`config.mk`:
```
export PLATFORM = sky130hd
export DESIGN_NAME = mc_sequencer
export DESIGN_NICKNAME = d
export VERILOG_FILES = /design/src/rtl/mc_pkg.sv /design/src/rtl/mc_decode.sv /design/src/rtl/mc_sequencer.sv
export SDC_FILE = /design/constraint.sdc
export NUM_CORES = 1
export LEC_CHECK = 0
export CAP_MARGIN = 20
export CORE_UTILIZATION = 55
export CTS_BUF_LIST = sky130_fd_sc_hd__clkbuf_8
export CTS_CLUSTER_DIAMETER = 200
export DETAILED_ROUTE_END_ITERATION = 12
export PLACE_DENSITY = 0.86
export SLEW_MARGIN = 5
export SYNTH_ARGS = -nofsm -noshare
export SYNTH_HDL_FRONTEND = slang
export SYNTH_SLANG_ARGS = --single-unit
```
`constraint.sdc`:
```
create_clock -name CLK -period 6.59 [get_ports CLK]
set_input_delay 0.9885 -clock CLK [delete_from_list [all_inputs] [get_ports CLK]]
set_output_delay 0.9885 -clock CLK [all_outputs]
set_load 0.05 [all_outputs]
```
`src/rtl/mc_pkg.sv`:
```
// mc_pkg: shared definitions for the multicycle control sequencer.
// Holds opcode values, the FSM state encoding, the instruction class used
// between decoder and sequencer, and the code constants that drive the
// datapath selects (ALUOp, PCSrc, RegDst, ExtSel).
package mc_pkg;

    // Opcodes, instruction[31:26]
    localparam logic [5:0] OP_ADD  = 6'b000000;
    localparam logic [5:0] OP_SUB  = 6'b000001;
    localparam logic [5:0] OP_ADDI = 6'b000010;
    localparam logic [5:0] OP_OR   = 6'b010000;
    localparam logic [5:0] OP_AND  = 6'b010001;
    localparam logic [5:0] OP_ORI  = 6'b010010;
    localparam logic [5:0] OP_SLL  = 6'b011000;
    localparam logic [5:0] OP_SLT  = 6'b100110;
    localparam logic [5:0] OP_SW   = 6'b110000;
    localparam logic [5:0] OP_LW   = 6'b110001;
    localparam logic [5:0] OP_BEQ  = 6'b110100;
    localparam logic [5:0] OP_BNE  = 6'b110101;
    localparam logic [5:0] OP_J    = 6'b111000;
    localparam logic [5:0] OP_JR   = 6'b111001;
    localparam logic [5:0] OP_JAL  = 6'b111010;
    localparam logic [5:0] OP_HALT = 6'b111111;

    // Sequencer states
    typedef enum logic [2:0] {
        S_IF   = 3'b000,
        S_ID   = 3'b001,
        S_EXE  = 3'b010,
        S_MEM  = 3'b011,
        S_WB   = 3'b100,
        S_HALT = 3'b101
    } state_t;

    // Instruction class as seen by the sequencer
    typedef enum logic [2:0] {
        CLS_R    = 3'd0,
        CLS_I    = 3'd1,
        CLS_LD   = 3'd2,
        CLS_ST   = 3'd3,
        CLS_BR   = 3'd4,
        CLS_JMP  = 3'd5,
        CLS_HALT = 3'd6
    } ins_class_t;

    // ALU operation codes
    localparam logic [2:0] ALU_ADD = 3'b000;
    localparam logic [2:0] ALU_SUB = 3'b001;
    localparam logic [2:0] ALU_SLL = 3'b010;
    localparam logic [2:0] ALU_OR  = 3'b011;
    localparam logic [2:0] ALU_AND = 3'b100;
    localparam logic [2:0] ALU_SLT = 3'b110;

    // Next-PC source
    localparam logic [1:0] PCSRC_PC4  = 2'b00;
    localparam logic [1:0] PCSRC_BR   = 2'b01;
    localparam logic [1:0] PCSRC_RS   = 2'b10;
    localparam logic [1:0] PCSRC_JUMP = 2'b11;

    // Destination register select
    localparam logic [1:0] REGDST_R31 = 2'b00;
    localparam logic [1:0] REGDST_RT  = 2'b01;
    localparam logic [1:0] REGDST_RD  = 2'b10;

    // Immediate extension mode
    localparam logic [1:0] EXT_ZERO  = 2'b00;
    localparam logic [1:0] EXT_SIGN  = 2'b01;
    localparam logic [1:0] EXT_SHAMT = 2'b10;

endpackage

```
`src/rtl/mc_decode.sv`:
```
// mc_decode: combinational opcode decoder.
// Produces the selects that depend only on the opcode (they hold the same
// value in every sequencer state), an illegal-opcode flag and the
// instruction class that steers the sequencer.
// Ports:
//   op          in   opcode from IR
//   alu_op      out  ALU operation code
//   alu_src_a   out  ALU A select (1 = shamt)
//   alu_src_b   out  ALU B select (1 = extended immediate)
//   ext_sel     out  immediate extension mode
//   reg_dst     out  destination register select
//   db_data_src out  DBDR source (1 = data memory)
//   is_illegal  out  opcode not in the supported set
//   ins_class   out  instruction class
module mc_decode
    import mc_pkg::*;
(
    input  logic [5:0]  op,
    output logic [2:0]  alu_op,
    output logic        alu_src_a,
    output logic        alu_src_b,
    output logic [1:0]  ext_sel,
    output logic [1:0]  reg_dst,
    output logic        db_data_src,
    output logic        is_illegal,
    output ins_class_t  ins_class
);

    always_comb begin
        alu_op      = ALU_ADD;
        alu_src_a   = 1'b0;
        alu_src_b   = 1'b0;
        ext_sel     = EXT_ZERO;
        reg_dst     = REGDST_R31;
        db_data_src = 1'b0;
        is_illegal  = 1'b0;
        ins_class   = CLS_R;
        case (op)
            OP_ADD: begin
                reg_dst = REGDST_RD;
            end
            OP_SUB: begin
                alu_op  = ALU_SUB;
                reg_dst = REGDST_RD;
            end
            OP_OR: begin
                alu_op  = ALU_OR;
                reg_dst = REGDST_RD;
            end
            OP_AND: begin
                alu_op  = ALU_AND;
                reg_dst = REGDST_RD;
            end
            OP_SLL: begin
                alu_op    = ALU_SLL;
                alu_src_a = 1'b1;
                ext_sel   = EXT_SHAMT;
                reg_dst   = REGDST_RD;
            end
            OP_SLT: begin
                alu_op  = ALU_SLT;
                reg_dst = REGDST_RD;
            end
            OP_ADDI: begin
                alu_src_b = 1'b1;
                ext_sel   = EXT_SIGN;
                reg_dst   = REGDST_RT;
                ins_class = CLS_I;
            end
            OP_ORI: begin
                alu_op    = ALU_OR;
                alu_src_b = 1'b1;
                reg_dst   = REGDST_RT;
                ins_class = CLS_I;
            end
            OP_LW: begin
                alu_src_b   = 1'b1;
                ext_sel     = EXT_SIGN;
                reg_dst     = REGDST_RT;
                db_data_src = 1'b1;
                ins_class   = CLS_LD;
            end
            OP_SW: begin
                alu_src_b = 1'b1;
                ext_sel   = EXT_SIGN;
                ins_class = CLS_ST;
            end
            OP_BEQ, OP_BNE: begin
                // Branches compare rs and rt by subtraction; the immediate
                // only feeds the PC adder, so ALU B stays on BDR.
                alu_op    = ALU_SUB;
                ext_sel   = EXT_SIGN;
                ins_class = CLS_BR;
            end
            OP_J, OP_JR: begin
                ins_class = CLS_JMP;
            end
            OP_JAL: begin
                reg_dst   = REGDST_R31;
                ins_class = CLS_JMP;
            end
            OP_HALT: begin
                ins_class = CLS_HALT;
            end
            default: begin
                is_illegal = 1'b1;
            end
        endcase
    end

endmodule

```
`src/rtl/mc_sequencer.sv`:
```
// mc_sequencer: multicycle control sequencer for the MIPS-subset datapath.
// Steps each instruction through IF/ID/EXE/MEM/WB, stalls IF and MEM on
// mem_ready, and keeps a halt state, a sticky illegal-opcode flag and a
// retired-instruction counter.
// Ports:
//   CLK, RST   clock; synchronous active-high reset
//   op         opcode from IR
//   zero       ALU zero flag, used in EXE of branches
//   mem_ready  memory access complete (used only in IF and MEM)
//   PCWre, InsMemRW, IRWre, RegWre, WrRegData, DataMemRW  strobes
//   ALUSrcA, ALUSrcB, DBDataSrc, ExtSel, RegDst, ALUOp    decode selects
//   PCSrc      next-PC source
//   halted     sequencer is in HALT
//   illegal    sticky unknown-opcode flag
//   InsCount   retired-instruction count (wraps)
module mc_sequencer
    import mc_pkg::*;
#(
    parameter int CNT_W = 32
) (
    input  logic             CLK,
    input  logic             RST,
    input  logic [5:0]       op,
    input  logic             zero,
    input  logic             mem_ready,
    output logic             PCWre,
    output logic             InsMemRW,
    output logic             IRWre,
    output logic             RegWre,
    output logic             WrRegData,
    output logic             ALUSrcA,
    output logic             ALUSrcB,
    output logic             DataMemRW,
    output logic             DBDataSrc,
    output logic [1:0]       ExtSel,
    output logic [1:0]       RegDst,
    output logic [1:0]       PCSrc,
    output logic [2:0]       ALUOp,
    output logic             halted,
    output logic             illegal,
    output logic [CNT_W-1:0] InsCount
);

    state_t           state, state_nxt;
    ins_class_t       ins_class;
    logic             is_illegal;
    logic             pc_wre, ir_wre, reg_wre, wr_reg_data, dmem_rw;
    logic [1:0]       pc_src;
    logic             set_illegal, enter_halt, branch_taken;
    logic             illegal_q;
    logic [CNT_W-1:0] ins_count;

    mc_decode u_decode (
        .op          (op),
        .alu_op      (ALUOp),
        .alu_src_a   (ALUSrcA),
        .alu_src_b   (ALUSrcB),
        .ext_sel     (ExtSel),
        .reg_dst     (RegDst),
        .db_data_src (DBDataSrc),
        .is_illegal  (is_illegal),
        .ins_class   (ins_class)
    );

    assign branch_taken = (op == OP_BNE) ? ~zero : zero;

    always_comb begin
        state_nxt   = state;
        pc_wre      = 1'b0;
        ir_wre      = 1'b0;
        reg_wre     = 1'b0;
        wr_reg_data = 1'b0;
        dmem_rw     = 1'b0;
        pc_src      = PCSRC_PC4;
        set_illegal = 1'b0;
        enter_halt  = 1'b0;
        case (state)
            S_IF: begin
                ir_wre = mem_ready;
                if (mem_ready) state_nxt = S_ID;
            end
            S_ID: begin
                if (is_illegal) begin
                    // Unknown opcodes retire as a nop: step PC, flag it.
                    pc_wre      = 1'b1;
                    set_illegal = 1'b1;
                    state_nxt   = S_IF;
                end else begin
                    case (ins_class)
                        CLS_JMP: begin
                            pc_wre    = 1'b1;
                            pc_src    = (op == OP_JR) ? PCSRC_RS : PCSRC_JUMP;
                            reg_wre   = (op == OP_JAL);
                            state_nxt = S_IF;
                        end
                        CLS_HALT: begin
                            enter_halt = 1'b1;
                            state_nxt  = S_HALT;
                        end
                        default: state_nxt = S_EXE;
                    endcase
                end
            end
            S_EXE: begin
                case (ins_class)
                    CLS_BR: begin
                        pc_wre    = 1'b1;
                        pc_src    = branch_taken ? PCSRC_BR : PCSRC_PC4;
                        state_nxt = S_IF;
                    end
                    CLS_LD, CLS_ST: state_nxt = S_MEM;
                    default:        state_nxt = S_WB;
                endcase
            end
            S_MEM: begin
                // The write strobe is held for the whole stall so a slow
                // memory sees a stable request.
                dmem_rw = (ins_class == CLS_ST);
                if (mem_ready) begin
                    if (ins_class == CLS_ST) begin
                        pc_wre    = 1'b1;
                        state_nxt = S_IF;
                    end else begin
                        state_nxt = S_WB;
                    end
                end
            end
            S_WB: begin
                reg_wre     = 1'b1;
                wr_reg_data = 1'b1;
                pc_wre      = 1'b1;
                state_nxt   = S_IF;
            end
            S_HALT: state_nxt = S_HALT;
            default: state_nxt = S_IF;
        endcase
    end

    // Reset gates every write strobe so an aborted instruction leaves no trace.
    assign PCWre     = pc_wre  & ~RST;
    assign IRWre     = ir_wre  & ~RST;
    assign RegWre    = reg_wre & ~RST;
    assign DataMemRW = dmem_rw & ~RST;
    assign WrRegData = wr_reg_data;
    assign PCSrc     = pc_src;
    assign InsMemRW  = 1'b1;
    assign halted    = (state == S_HALT);
    assign illegal   = illegal_q;
    assign InsCount  = ins_count;

    // State register, sticky flag and retire counter
    always_ff @(posedge CLK) begin
        if (RST) begin
            state     <= S_IF;
            illegal_q <= 1'b0;
            ins_count <= '0;
        end else begin
            state <= state_nxt;
            if (set_illegal) illegal_q <= 1'b1;
            if (pc_wre || enter_halt) ins_count <= ins_count + CNT_W'(1);
        end
    end

endmodule
```
==> impl_metrics.prom, run 1 <==
# TYPE chip_impl_metric gauge
chip_impl_metric{name="worst_ep_required_time",unit="ps"} 5600
chip_impl_metric{name="postSynthRegisterBits",unit=""} 36
chip_impl_metric{name="worst_r2r_path_depth",unit=""} 7
chip_impl_metric{name="die_y",unit="um"} 72.26
chip_impl_metric{name="timing.final.crit_period",unit="ps"} 4707
chip_impl_info{name="cp_common_cell",value="sky130_fd_sc_hd__clkdlybuf4s50_1"} 1
chip_impl_metric{name="detail_route.wirelength",unit="mm"} 6.300
chip_impl_info{name="yosys_most_used_dff",value="sky130_fd_sc_hd__dfxtp_1"} 1
chip_impl_info{name="timing.rr.end",value="InsCount[30]"} 1
chip_impl_metric{name="viasPerCell",unit=""} 5.829
chip_impl_metric{name="grt_first_pass_wirelength",unit="mm"} 10.34
chip_impl_info{name="synth_most_common_cell",value="sky130_fd_sc_hd__nor2_1"} 1
chip_impl_metric{name="p_leak",unit="nW"} 1.167
chip_impl_metric{name="max_cap_viol_count",unit=""} 0
chip_impl_metric{name="drt_pass1_iterations",unit=""} 4
chip_impl_metric{name="post_synthesis_instance_area",unit="sq um"} 2715
chip_impl_info{name="ys_top_cells_by_count",value="50 x sky130_fd_sc_hd__nor2_1, 36 x sky130_fd_sc_hd__dfxtp_1, 30 x sky130_fd_sc_hd__nor2b_1"} 1
chip_impl_metric{name="cts.path.max_buffers",unit=""} 2
chip_impl_info{name="cp_top_family",value="buffers and inverters"} 1
chip_impl_info{name="crit_path_start_kind",value="input pin"} 1
chip_impl_info{name="timing.hold.worst.class",value="register to register"} 1
chip_impl_metric{name="synth_cells",unit=""} 347
chip_impl_metric{name="syn_to_final_growth",unit="%"} 24.01
chip_impl_metric{name="drtIter0Drc",unit=""} 182
chip_impl_metric{name="p_sw_frac",unit=""} 0.2908
chip_impl_metric{name="initial_utilization",unit=""} 0.5748
chip_impl_metric{name="logic_gate_share_of_total_power",unit=""} 0.186
chip_impl_metric{name="n_antenna_cell",unit=""} 0
chip_impl_metric{name="cts-buffers-inserted",unit=""} 5
chip_impl_metric{name="timing.reg2reg.setup_slack",unit="ps"} 3900
chip_impl_metric{name="crit_fanout",unit=""} 18
chip_impl_metric{name="power_frac_seq",unit=""} 0.418
chip_impl_info{name="cell_taking_the_most_area_after_synthesis",value="sky130_fd_sc_hd__dfxtp_1"} 1
chip_impl_metric{name="globalRoute.totalOverflow",unit=""} 0
chip_impl_metric{name="drv_slew",unit=""} 0
chip_impl_metric{name="drc",unit=""} 0
chip_impl_metric{name="clock_latency",unit="ps"} 290
chip_impl_metric{name="warnings_synthesis",unit=""} 0
chip_impl_metric{name="via_count",unit=""} 2652
chip_impl_metric{name="antenna_found_initial",unit=""} 0
chip_impl_info{name="slowest_stage",value="sky130_fd_sc_hd__clkdlybuf4s50_1"} 1
chip_impl_metric{name="die_width",unit="um"} 72.26
chip_impl_metric{name="synth.distinct_cells",unit=""} 55
chip_impl_metric{name="max_freq",unit="MHz"} 212.5
chip_impl_metric{name="critical_path_s_largest_stage_delay",unit="ps"} 840
chip_impl_metric{name="vdd.ir_drop.worst",unit="uV"} 100.7
chip_impl_metric{name="num-fill-cells",unit=""} 384
chip_impl_metric{name="cts_setup_buffers",unit=""} 0
chip_impl_metric{name="synth_edf_count",unit=""} 0
chip_impl_metric{name="critical_path_buf_inv_count",unit=""} 2
chip_impl_info{name="reg2reg_from",value="state[0]"} 1
chip_impl_metric{name="clock_sinks",unit=""} 36
chip_impl_metric{name="power.net_switching",unit="uW"} 158.6
chip_impl_metric{name="io-pin-count",unit=""} 62
chip_impl_metric{name="cts.clk_slew.worst_paths",unit="ps"} 70
chip_impl_metric{name="async_flop_share",unit=""} 0
chip_impl_info{name="worst_path_class_setup",value="input pin to output port"} 1
chip_impl_info{name="cts-root-buf",value="sky130_fd_sc_hd__clkbuf_8"} 1
chip_impl_metric{name="worst-slew-pin-transition",unit="ps"} 744.8
chip_impl_metric{name="final_antenna_net_count",unit=""} 0
chip_impl_info{name="cts_tree",value="done"} 1
chip_impl_metric{name="power.internal",unit="uW"} 386.9
chip_impl_metric{name="vias_in_the_first_global_route",unit=""} 2295
chip_impl_metric{name="syn-num-nets",unit=""} 358
chip_impl_metric{name="clock_power_share",unit=""} 0.395
chip_impl_metric{name="synthesized_area_per_cell",unit="sq um"} 7.825
chip_impl_metric{name="share_of_final_layout_standard_cells_stronger_than_drive_strength_1",unit=""} 0.1211
chip_impl_info{name="netlist_top_cells_area",value="sky130_fd_sc_hd__dfxtp_1 27%, sky130_fd_sc_hd__mux2_1 12%, sky130_fd_sc_hd__a21oi_2 9.0%"} 1
chip_impl_metric{name="cts.htree.levels",unit=""} 2
chip_impl_metric{name="area_share_of_the_leading_cell_type_in_the_synthesized_netlist",unit=""} 0.2654
chip_impl_metric{name="powerDensity",unit="nW/um^2"} 162.0
chip_impl_metric{name="worstHoldPathCells",unit=""} 2
chip_impl_metric{name="nets",unit=""} 398
chip_impl_metric{name="post_cts.resized_instances",unit=""} 0
chip_impl_metric{name="final-hold-violation-count",unit=""} 0
chip_impl_metric{name="arrival",unit="ps"} 3720
chip_impl_metric{name="design_power_total",unit="uW"} 545.5
chip_impl_info{name="crit_path_end_kind",value="output port"} 1
chip_impl_info{name="outcome",value="complete, no violations"} 1
chip_impl_metric{name="min_period_over_period",unit=""} 0.7142
chip_impl_metric{name="slew-limit-headroom",unit=""} 0.5032
chip_impl_info{name="timing.hold.worst_endpoint",value="illegal"} 1
chip_impl_metric{name="wl_per_cell",unit="um"} 13.85
chip_impl_metric{name="fin_tns_setup",unit="ps"} 0
chip_impl_metric{name="synth-seq-area-share",unit=""} 0.2654
chip_impl_metric{name="row_count",unit=""} 25
chip_impl_metric{name="dp_hpwl",unit="mm"} 4.289
chip_impl_metric{name="port_buffers",unit=""} 60
chip_impl_metric{name="total_track_usage",unit=""} 0.2469
chip_impl_info{name="critical_path.cell_chain",value="clkdlybuf4s50_1, nand2b_1, nor4bb_1, nor4_1, o31a_2, nor2_1, clkdlybuf4s50_1"} 1
chip_impl_metric{name="core",unit="sq um"} 4723
chip_impl_info{name="min_from",value="illegal"} 1
chip_impl_metric{name="gp_congestion",unit=""} 0.8481
chip_impl_metric{name="cts.hold.buffers_added",unit=""} 0
chip_impl_metric{name="finalSetupViolations",unit=""} 0
chip_impl_metric{name="dieArea",unit="sq um"} 5222
chip_impl_metric{name="clock_skew",unit="ps"} 2.557
chip_impl_info{name="rsz_0062_raised_after_global_routing",value="no"} 1
chip_impl_metric{name="grt_max_degree",unit=""} 71
[through the flow]
| step | hold slack (ps) | utilization | setup slack [ps] | instances | area, sq um |
|---|---|---|---|---|---|
| floorplan | 547.5 | - | 1454 | 347 | 2715 |
| global placement | 453.0 | 0.6861 | 2021 | 447 | 3241 |
| detailed placement | 472.8 | 0.6861 | 1937 | 447 | 3241 |
| CTS | 490.7 | 0.7128 | 1944 | 455 | 3367 |
| global route | 538.7 | 0.7128 | 1741 | 455 | 3367 |
| finish | 494.6 | 0.7128 | 1883 | 455 | 3367 |
[worst max path at each step]
stage,depth (start not counted),slack (ps),start,end
6_report,7,1880,op[3],PCWre
5_1_grt,7,1740,op[3],PCWre
4_1_cts,7,1940,op[3],PCWre
3_5_place_dp,7,1940,op[3],PCWre
3_3_place_gp,7,2020,op[3],PCWre
2_1_floorplan,7,1450,op[0],PCWre
[power by group through the flow]
stage	registers, mW	logic [mW]	clock network [mW]
after detailed placement	0.233	0.100	0
after global routing	0.229	0.109	0.229
after floorplan	0.236	0.0774	0
after global placement	0.233	0.0986	0
after CTS	0.228	0.101	0.219
final	0.228	0.101	0.216
[state kept, by name (all words and copies together) (netlist names)]
name      count
InsCount     32
illegal       1
state         3
[routing by layer]
| metal | up-vias | share of wire | track usage |
|---|---|---|---|
| li1 | 1310 | - | - |
| met1 | 1237 | 0.46 | 0.3262 |
| met2 | 97 | 0.47 | 0.4029 |
| met3 | 8 | 0.054 | 0.04306 |
| met4 | 0 | 0.0094 | 0.09150 |
| met5 | - | 0 | 0 |
[worst reg2reg max path: stages, from the launching register on]
cell and delay (ps):
sky130_fd_sc_hd__dfxtp_1 600, sky130_fd_sc_hd__nor3b_1 380, sky130_fd_sc_hd__nor4bb_1 380, sky130_fd_sc_hd__nor4_1 150, sky130_fd_sc_hd__o31a_2 150, sky130_fd_sc_hd__buf_4 290
sky130_fd_sc_hd__a211oi_2 300, sky130_fd_sc_hd__mux2_1 340
[cell families (layout without fill, tap and decap cells)]
logic type               count (synthesis)  in the layout  share of synthesized area
XOR/XNOR                                 1              1                   0.003226
buffers and inverters                   38             79                    0.07604
AND/OR/NAND/NOR                        179            179                     0.3507
AO/OA/AOI/OAI                           61             61                     0.1742
flip-flops                              36             36                     0.2654
other                                    1              1                   0.001381
multiplexers                            30             30                     0.1244
adder cells (fa/ha/maj)                  1              1                   0.004608
[area by class of cell]
class	count	area (sq um)	share of cell area
timing repair buffer	63	618.1	0.1836
inverter	8	30.03	0.008919
clock inverter	1	30.03	0.008919
sequential	36	720.7	0.2140
tap	67	83.83	0.02490
multi-input combinational	273	1788	0.5310
clock buffer	7	96.34	0.02861
[cell usage in the layout, fill, tap and decap left out, types with 7 or more instances in the layout]
cell type and count:
sky130_fd_sc_hd__nor4_1 10, sky130_fd_sc_hd__inv_1 7, sky130_fd_sc_hd__mux2_1 29, sky130_fd_sc_hd__nand3_1 21
sky130_fd_sc_hd__nor2b_1 30, sky130_fd_sc_hd__a21oi_2 28, sky130_fd_sc_hd__nand2_1 19, sky130_fd_sc_hd__nor2_1 50
sky130_fd_sc_hd__a21oi_1 10, sky130_fd_sc_hd__nand4_1 14, sky130_fd_sc_hd__clkbuf_8 7, sky130_fd_sc_hd__dfxtp_1 36
sky130_fd_sc_hd__clkdlybuf4s50_1 59, sky130_fd_sc_hd__nor3_1 7
Power figures use the tool's default switching activity.
==> inputs of run 2 (changes only) <==
- CORE_UTILIZATION: 55 -> 52
- PLACE_DENSITY: 0.86 -> 0.82
- clock period: 6.59 -> 4.6 ns (I/O delays scaled with it)
==> run 2 against run 1 <==
Compared with the run above: combinational power grew 44%; via count shrank 1.4%; critical path depth shrank 1; wire length grew 1.7%; clock power grew 31%; die area grew 5.6%; core utilization shrank 2.3 points; count of clock-buffer cells in the layout shrank 2; non-clock buffer count grew 2; total power grew 38%; final area is essentially flat; largest cell class unchanged.
==> impl_metrics.prom, run 2 (synthesized netlist as in run 1, its figures left out) <==
# TYPE chip_impl_metric gauge
chip_impl_info{name="worst_path_class_setup",value="input pin to output port"} 1
chip_impl_metric{name="initial_utilization",unit=""} 0.5564
chip_impl_metric{name="wl_per_cell",unit="um"} 14.02
chip_impl_metric{name="dieArea",unit="sq um"} 5515
chip_impl_metric{name="design_power_total",unit="uW"} 752.6
chip_impl_metric{name="numPlacedInstances",unit=""} 449
chip_impl_metric{name="clock_skew",unit="ps"} 5.780
chip_impl_metric{name="power.net_switching",unit="uW"} 229.0
chip_impl_metric{name="drc",unit=""} 0
chip_impl_info{name="crit_path_start_kind",value="input pin"} 1
chip_impl_metric{name="drt_pass1_iterations",unit=""} 4
chip_impl_metric{name="worst_ep_required_time",unit="ps"} 3910
chip_impl_metric{name="clock_sinks",unit=""} 36
chip_impl_metric{name="powerDensity",unit="nW/um^2"} 223.7
chip_impl_metric{name="fin_tns_setup",unit="ps"} 0
chip_impl_metric{name="timing.final.crit_period",unit="ps"} 3879
chip_impl_metric{name="arrival",unit="ps"} 3190
chip_impl_metric{name="detail_route.wirelength",unit="mm"} 6.406
chip_impl_metric{name="num-fill-cells",unit=""} 417
chip_impl_metric{name="vias_in_the_first_global_route",unit=""} 2361
chip_impl_metric{name="worst_r2r_path_depth",unit=""} 6
chip_impl_info{name="timing.hold.worst.class",value="register to register"} 1
chip_impl_metric{name="cts_setup_buffers",unit=""} 0
chip_impl_metric{name="non_filler_instances",unit=""} 457
chip_impl_metric{name="slew-limit-headroom",unit=""} 0.4577
chip_impl_metric{name="io-pin-count",unit=""} 62
chip_impl_metric{name="syn_to_final_growth",unit="%"} 23.92
chip_impl_metric{name="share_of_final_layout_standard_cells_stronger_than_drive_strength_1",unit=""} 0.1282
chip_impl_info{name="worst_setup_path_startpoint",value="op[4]"} 1
chip_impl_info{name="final_common_cell",value="sky130_fd_sc_hd__clkdlybuf4s50_1"} 1
chip_impl_metric{name="total_track_usage",unit=""} 0.2418
chip_impl_metric{name="largest_reg_flops",unit=""} 32
chip_impl_metric{name="via_count",unit=""} 2616
chip_impl_metric{name="antenna_found_initial",unit=""} 0
chip_impl_metric{name="globalRoute.totalOverflow",unit=""} 0
chip_impl_metric{name="grt_max_degree",unit=""} 68
chip_impl_metric{name="final-hold-violation-count",unit=""} 0
chip_impl_metric{name="row_count",unit=""} 25
chip_impl_metric{name="power.internal",unit="uW"} 523.6
chip_impl_metric{name="timing.hold.ws",unit="ps"} 509.5
chip_impl_metric{name="vdd.ir_drop.worst",unit="uV"} 149.7
chip_impl_metric{name="viasPerCell",unit=""} 5.724
chip_impl_info{name="cts-root-buf",value="sky130_fd_sc_hd__clkbuf_8"} 1
chip_impl_metric{name="n_antenna_cell",unit=""} 0
chip_impl_info{name="outcome",value="complete, no violations"} 1
chip_impl_metric{name="cts.htree.levels",unit=""} 2
chip_impl_metric{name="timing.reg2reg.setup_slack",unit="ps"} 1650
chip_impl_metric{name="power_frac_seq",unit=""} 0.433
chip_impl_metric{name="core",unit="sq um"} 4880
chip_impl_metric{name="die_y",unit="um"} 74.26
chip_impl_metric{name="max_freq",unit="MHz"} 257.8
chip_impl_metric{name="logic_gate_share_of_total_power",unit=""} 0.192
chip_impl_metric{name="finish.utilization",unit=""} 0.6895
chip_impl_info{name="rsz_0062_raised_after_global_routing",value="no"} 1
chip_impl_metric{name="p_leak",unit="nW"} 1.168
chip_impl_metric{name="grt_first_pass_wirelength",unit="mm"} 10.39
chip_impl_metric{name="p_sw_frac",unit=""} 0.3043
chip_impl_metric{name="port_buffers",unit=""} 60
chip_impl_metric{name="worst-slew-pin-transition",unit="ps"} 813.0
chip_impl_info{name="final_cell_mix",value="58 x sky130_fd_sc_hd__clkdlybuf4s50_1, 50 x sky130_fd_sc_hd__nor2_1, 36 x sky130_fd_sc_hd__dfxtp_1"} 1
chip_impl_metric{name="max_cap_viol_count",unit=""} 0
chip_impl_metric{name="cts.path.max_buffers",unit=""} 2
chip_impl_metric{name="min_period_over_period",unit=""} 0.8433
chip_impl_info{name="crit_path_end_kind",value="output port"} 1
chip_impl_metric{name="drv_slew",unit=""} 0
chip_impl_metric{name="crit_fanout",unit=""} 13
chip_impl_metric{name="gp_congestion",unit=""} 0.8262
chip_impl_metric{name="die_width",unit="um"} 74.26
chip_impl_info{name="cts_tree",value="done"} 1
chip_impl_metric{name="cts.hold.buffers_added",unit=""} 0
chip_impl_metric{name="nets",unit=""} 400
chip_impl_metric{name="cts.clk_slew.worst_paths",unit="ps"} 80
chip_impl_info{name="timing.critical_path.to",value="PCSrc[0]"} 1
chip_impl_metric{name="finalSetupViolations",unit=""} 0
chip_impl_metric{name="post_cts.resized_instances",unit=""} 0
chip_impl_metric{name="dp_hpwl",unit="mm"} 4.460
chip_impl_metric{name="clock_latency",unit="ps"} 290
chip_impl_info{name="reg2reg_from",value="state[0]"} 1
chip_impl_metric{name="drtIter0Drc",unit=""} 182
chip_impl_metric{name="final_antenna_net_count",unit=""} 0
chip_impl_metric{name="cts-buffers-inserted",unit=""} 5
chip_impl_metric{name="clock_power_share",unit=""} 0.374
chip_impl_info{name="timing.rr.end",value="InsCount[30]"} 1
-- run 2: layout make-up --
| cell class | instances | area (sq um) | share of cell area |
|---|---|---|---|
| multi-input combinational | 273 | 1788 | 0.5314 |
| sequential | 36 | 720.7 | 0.2142 |
| tap | 67 | 83.83 | 0.02492 |
| clock buffer | 5 | 68.82 | 0.02045 |
| inverter | 8 | 30.03 | 0.008925 |
| clock inverter | 3 | 42.54 | 0.01264 |
| timing repair buffer | 65 | 630.6 | 0.1874 |
-- run 2: stage by stage --
stage	cell area, sq um	setup WS, ps
after floorplan	2715	61.24
after global placement	3253	863.3
after detailed placement	3253	753.6
after CTS	3364	737.9
after global routing	3364	462.4
final	3364	720.9
-- run 2: routing by layer --
metal,GRT usage,routed length [um],up-vias
li1,-,-,1309
met1,0.3148,2936,1216
met2,0.3879,3045,83
met3,0.04743,346,8
met4,0.1090,77,0
met5,0,0,-
-- run 2: how the worst min path moves through the flow --
stage / from / endpoint / slack, ps / cells past startpoint
4_1_cts: illegal / illegal / 520 / 2
6_report: illegal / illegal / 510 / 2
2_1_floorplan: state[0] / state[1] / 550 / 3
3_3_place_gp: illegal / illegal / 480 / 2
5_1_grt: illegal / illegal / 540 / 2
3_5_place_dp: illegal / illegal / 490 / 2
-- run 2: worst max-delay path: stages --
cell,delay (ps)
sky130_fd_sc_hd__clkdlybuf4s50_1,710
sky130_fd_sc_hd__nand3b_1,300
sky130_fd_sc_hd__nor3_1,380
sky130_fd_sc_hd__a211oi_1,130
sky130_fd_sc_hd__a21oi_1,160
sky130_fd_sc_hd__clkdlybuf4s50_1,820
-- run 2: power by group through the flow --
stage,registers [mW],logic [mW],clock network [mW]
after global placement,0.334,0.142,0
after floorplan,0.337,0.111,0
final,0.326,0.145,0.282
after detailed placement,0.333,0.143,0
after global routing,0.327,0.156,0.298
after CTS,0.326,0.144,0.283
==> inputs of run 3 (changes only) <==
- clock period: 4.6 -> 3.75 ns (I/O delays scaled with it)
==> run 3 against run 2 <==
Compared with the run above: register-to-register slack worse by 650 ps; count of clock-buffer cells in the layout is 2 higher; combinational power is 26% higher; final area is 1.3% higher; global-route usage is 0.95 points higher; clock power is 35% higher; clock skew is 2.6 ps higher; setup slack worse by 440 ps; sequential cell count stayed put; first-iteration DRC count is 10% higher; total power is 28% higher; via count is 2.9% higher; critical path type unchanged; critical endpoint is now ALUOp[0]; largest cell class unchanged.
==> impl_metrics.prom, run 3 (synthesized netlist as in run 1, its figures left out) <==
# TYPE chip_impl_metric gauge
chip_impl_metric{name="die_y",unit="um"} 74.26
chip_impl_metric{name="final_antenna_net_count",unit=""} 0
chip_impl_metric{name="powerDensity",unit="nW/um^2"} 283.4
chip_impl_info{name="crit_path_start_kind",value="input pin"} 1
chip_impl_metric{name="dp_hpwl",unit="mm"} 4.555
chip_impl_metric{name="drt_pass1_iterations",unit=""} 4
chip_impl_info{name="cts-root-buf",value="sky130_fd_sc_hd__clkbuf_8"} 1
chip_impl_metric{name="vias_in_the_first_global_route",unit=""} 2297
chip_impl_metric{name="timing.final.crit_period",unit="ps"} 3469
chip_impl_metric{name="via_count",unit=""} 2693
chip_impl_metric{name="die_width",unit="um"} 74.26
chip_impl_metric{name="viasPerCell",unit=""} 5.867
chip_impl_metric{name="arrival",unit="ps"} 2910
chip_impl_metric{name="clock_latency",unit="ps"} 290
chip_impl_info{name="critical_path.cell_chain",value="clkdlybuf4s50_1, nor2_1, nand3b_1, a21oi_1, a31oi_1, nor2_1, clkdlybuf4s50_1"} 1
chip_impl_metric{name="drtIter0Drc",unit=""} 201
chip_impl_metric{name="port_buffers",unit=""} 60
chip_impl_metric{name="worstHoldPathCells",unit=""} 2
chip_impl_info{name="cts_tree",value="done"} 1
chip_impl_metric{name="antenna_found_initial",unit=""} 0
chip_impl_metric{name="wl_per_cell",unit="um"} 14.27
chip_impl_metric{name="clock_power_share",unit=""} 0.396
chip_impl_info{name="timing.hold.worst.class",value="register to register"} 1
chip_impl_metric{name="post-route-cell-area",unit="sq um"} 3408
chip_impl_metric{name="cts.clk_slew.worst_paths",unit="ps"} 70
chip_impl_metric{name="share_of_final_layout_standard_cells_stronger_than_drive_strength_1",unit=""} 0.1403
chip_impl_metric{name="finalSetupViolations",unit=""} 0
chip_impl_metric{name="core",unit="sq um"} 4880
chip_impl_metric{name="n_antenna_cell",unit=""} 0
chip_impl_metric{name="detail_route.wirelength",unit="mm"} 6.552
chip_impl_metric{name="grt_max_degree",unit=""} 67
chip_impl_metric{name="total_track_usage",unit=""} 0.2513
chip_impl_info{name="crit_path_end_kind",value="output port"} 1
chip_impl_metric{name="slew-limit-headroom",unit=""} 0.5036
chip_impl_info{name="rsz_0062_raised_after_global_routing",value="no"} 1
chip_impl_metric{name="post_place_instance_area",unit="sq um"} 3282
chip_impl_metric{name="final-hold-violation-count",unit=""} 0
chip_impl_metric{name="critical_path_buf_inv_count",unit=""} 2
chip_impl_metric{name="cts-buffers-inserted",unit=""} 5
chip_impl_metric{name="power.internal",unit="uW"} 683.4
chip_impl_metric{name="syn_to_final_growth",unit="%"} 25.53
chip_impl_metric{name="max_cap_viol_count",unit=""} 0
chip_impl_metric{name="row_count",unit=""} 25
chip_impl_metric{name="worst_r2r_path_depth",unit=""} 6
chip_impl_info{name="worst_path_class_setup",value="input pin to output port"} 1
chip_impl_metric{name="worst-slew-pin-transition",unit="ps"} 744.2
chip_impl_info{name="cp_top_family",value="buffers and inverters"} 1
chip_impl_metric{name="p_leak",unit="nW"} 1.197
chip_impl_metric{name="logic_gate_share_of_total_power",unit=""} 0.189
chip_impl_metric{name="io-pin-count",unit=""} 62
chip_impl_info{name="outcome",value="complete, no violations"} 1
chip_impl_metric{name="grt_first_pass_wirelength",unit="mm"} 10.85
chip_impl_metric{name="dieArea",unit="sq um"} 5515
chip_impl_metric{name="globalRoute.totalOverflow",unit=""} 0
chip_impl_metric{name="fin_tns_setup",unit="ps"} 0
chip_impl_metric{name="gp_congestion",unit=""} 0.8721
chip_impl_info{name="slowest_stage",value="sky130_fd_sc_hd__clkdlybuf4s50_1"} 1
chip_impl_metric{name="p_sw_frac",unit=""} 0.2926
chip_impl_metric{name="crit_fanout",unit=""} 13
chip_impl_metric{name="clock_skew",unit="ps"} 8.415
chip_impl_metric{name="clock_sinks",unit=""} 36
chip_impl_metric{name="drv_slew",unit=""} 0
chip_impl_metric{name="nets",unit=""} 402
chip_impl_metric{name="critical_path_s_largest_stage_delay",unit="ps"} 810
chip_impl_metric{name="power.net_switching",unit="uW"} 282.6
chip_impl_metric{name="drc",unit=""} 0
chip_impl_metric{name="largest_reg_flops",unit=""} 32
chip_impl_info{name="final_cell_mix",value="56 x sky130_fd_sc_hd__clkdlybuf4s50_1, 50 x sky130_fd_sc_hd__nor2_1, 36 x sky130_fd_sc_hd__dfxtp_1"} 1
chip_impl_info{name="final_common_cell",value="sky130_fd_sc_hd__clkdlybuf4s50_1"} 1
chip_impl_metric{name="cts.path.max_buffers",unit=""} 2
chip_impl_metric{name="initial_utilization",unit=""} 0.5564
chip_impl_metric{name="worst_ep_required_time",unit="ps"} 3190
chip_impl_metric{name="cts.htree.levels",unit=""} 2
chip_impl_metric{name="cts_setup_buffers",unit=""} 0
chip_impl_metric{name="power_frac_seq",unit=""} 0.415
chip_impl_metric{name="cts.hold.buffers_added",unit=""} 0
chip_impl_metric{name="vdd.ir_drop.worst",unit="uV"} 183.0
chip_impl_metric{name="min_period_over_period",unit=""} 0.9250
chip_impl_metric{name="post_cts.resized_instances",unit=""} 0
chip_impl_metric{name="critical_path_depth",unit=""} 7
chip_impl_metric{name="max_freq",unit="MHz"} 288.3
run 3: routing by layer:
metal,vias to the layer above,track usage,share of wire
met5,-,0,0
met4,0,0.05241,0.0090
met3,7,0.05285,0.051
met2,92,0.4111,0.48
met1,1268,0.3421,0.46
li1,1326,-,-
run 3: final timing paths:
check | startpoint | endpoint | slack, ps
hold reg to reg | illegal | illegal | 500
hold / removal | illegal | illegal | 500
setup / recovery | op[2] | ALUOp[0] | 280
setup reg to reg | state[0] | InsCount[11] | 1000
run 3: metrics by stage:
| step | setup WS, ps | std cells | util | power [mW] | hold WS, ps |
|---|---|---|---|---|---|
| floorplan | 57.95 | 347 | - | 0.5505 | 547.5 |
| global placement | 395.3 | 451 | 0.6726 | 0.5858 | 479.6 |
| detailed placement | 310.0 | 451 | 0.6726 | 0.5891 | 481.4 |
| CTS | 295.1 | 459 | 0.6985 | 0.9642 | 499.9 |
| global route | 108.9 | 459 | 0.6985 | 1.004 | 531.5 |
| finish | 281.1 | 459 | 0.6985 | 0.9660 | 497.4 |
run 3: power groups by stage:
stage / clock [mW] / sequential [mW] / combinational (mW)
4_1_cts: 0.382 / 0.401 / 0.182
3_3_place_gp: 0 / 0.409 / 0.177
6_report: 0.382 / 0.401 / 0.183
5_1_grt: 0.404 / 0.402 / 0.197
3_5_place_dp: 0 / 0.409 / 0.180
2_1_floorplan: 0 / 0.414 / 0.137
run 3: worst reg2reg max path, cell delays in order, from the launching register on:
cell	delay [ps]
sky130_fd_sc_hd__dfxtp_1	610
sky130_fd_sc_hd__inv_2	100
sky130_fd_sc_hd__or3_4	420
sky130_fd_sc_hd__or4_1	740
sky130_fd_sc_hd__buf_12	280
sky130_fd_sc_hd__a21oi_2	180
sky130_fd_sc_hd__mux2_1	330
run 3: layout make-up:
class                           count  area [sq um]
Multi-Input combinational cell    273          1794
Fill cell                         428          1471
Sequential cell                    36         720.7
Timing Repair Buffer               67         653.1
Clock buffer                        7         96.34
Tap cell                           67         83.83
Clock inverter                      1         30.03
Inverter                            8         30.03
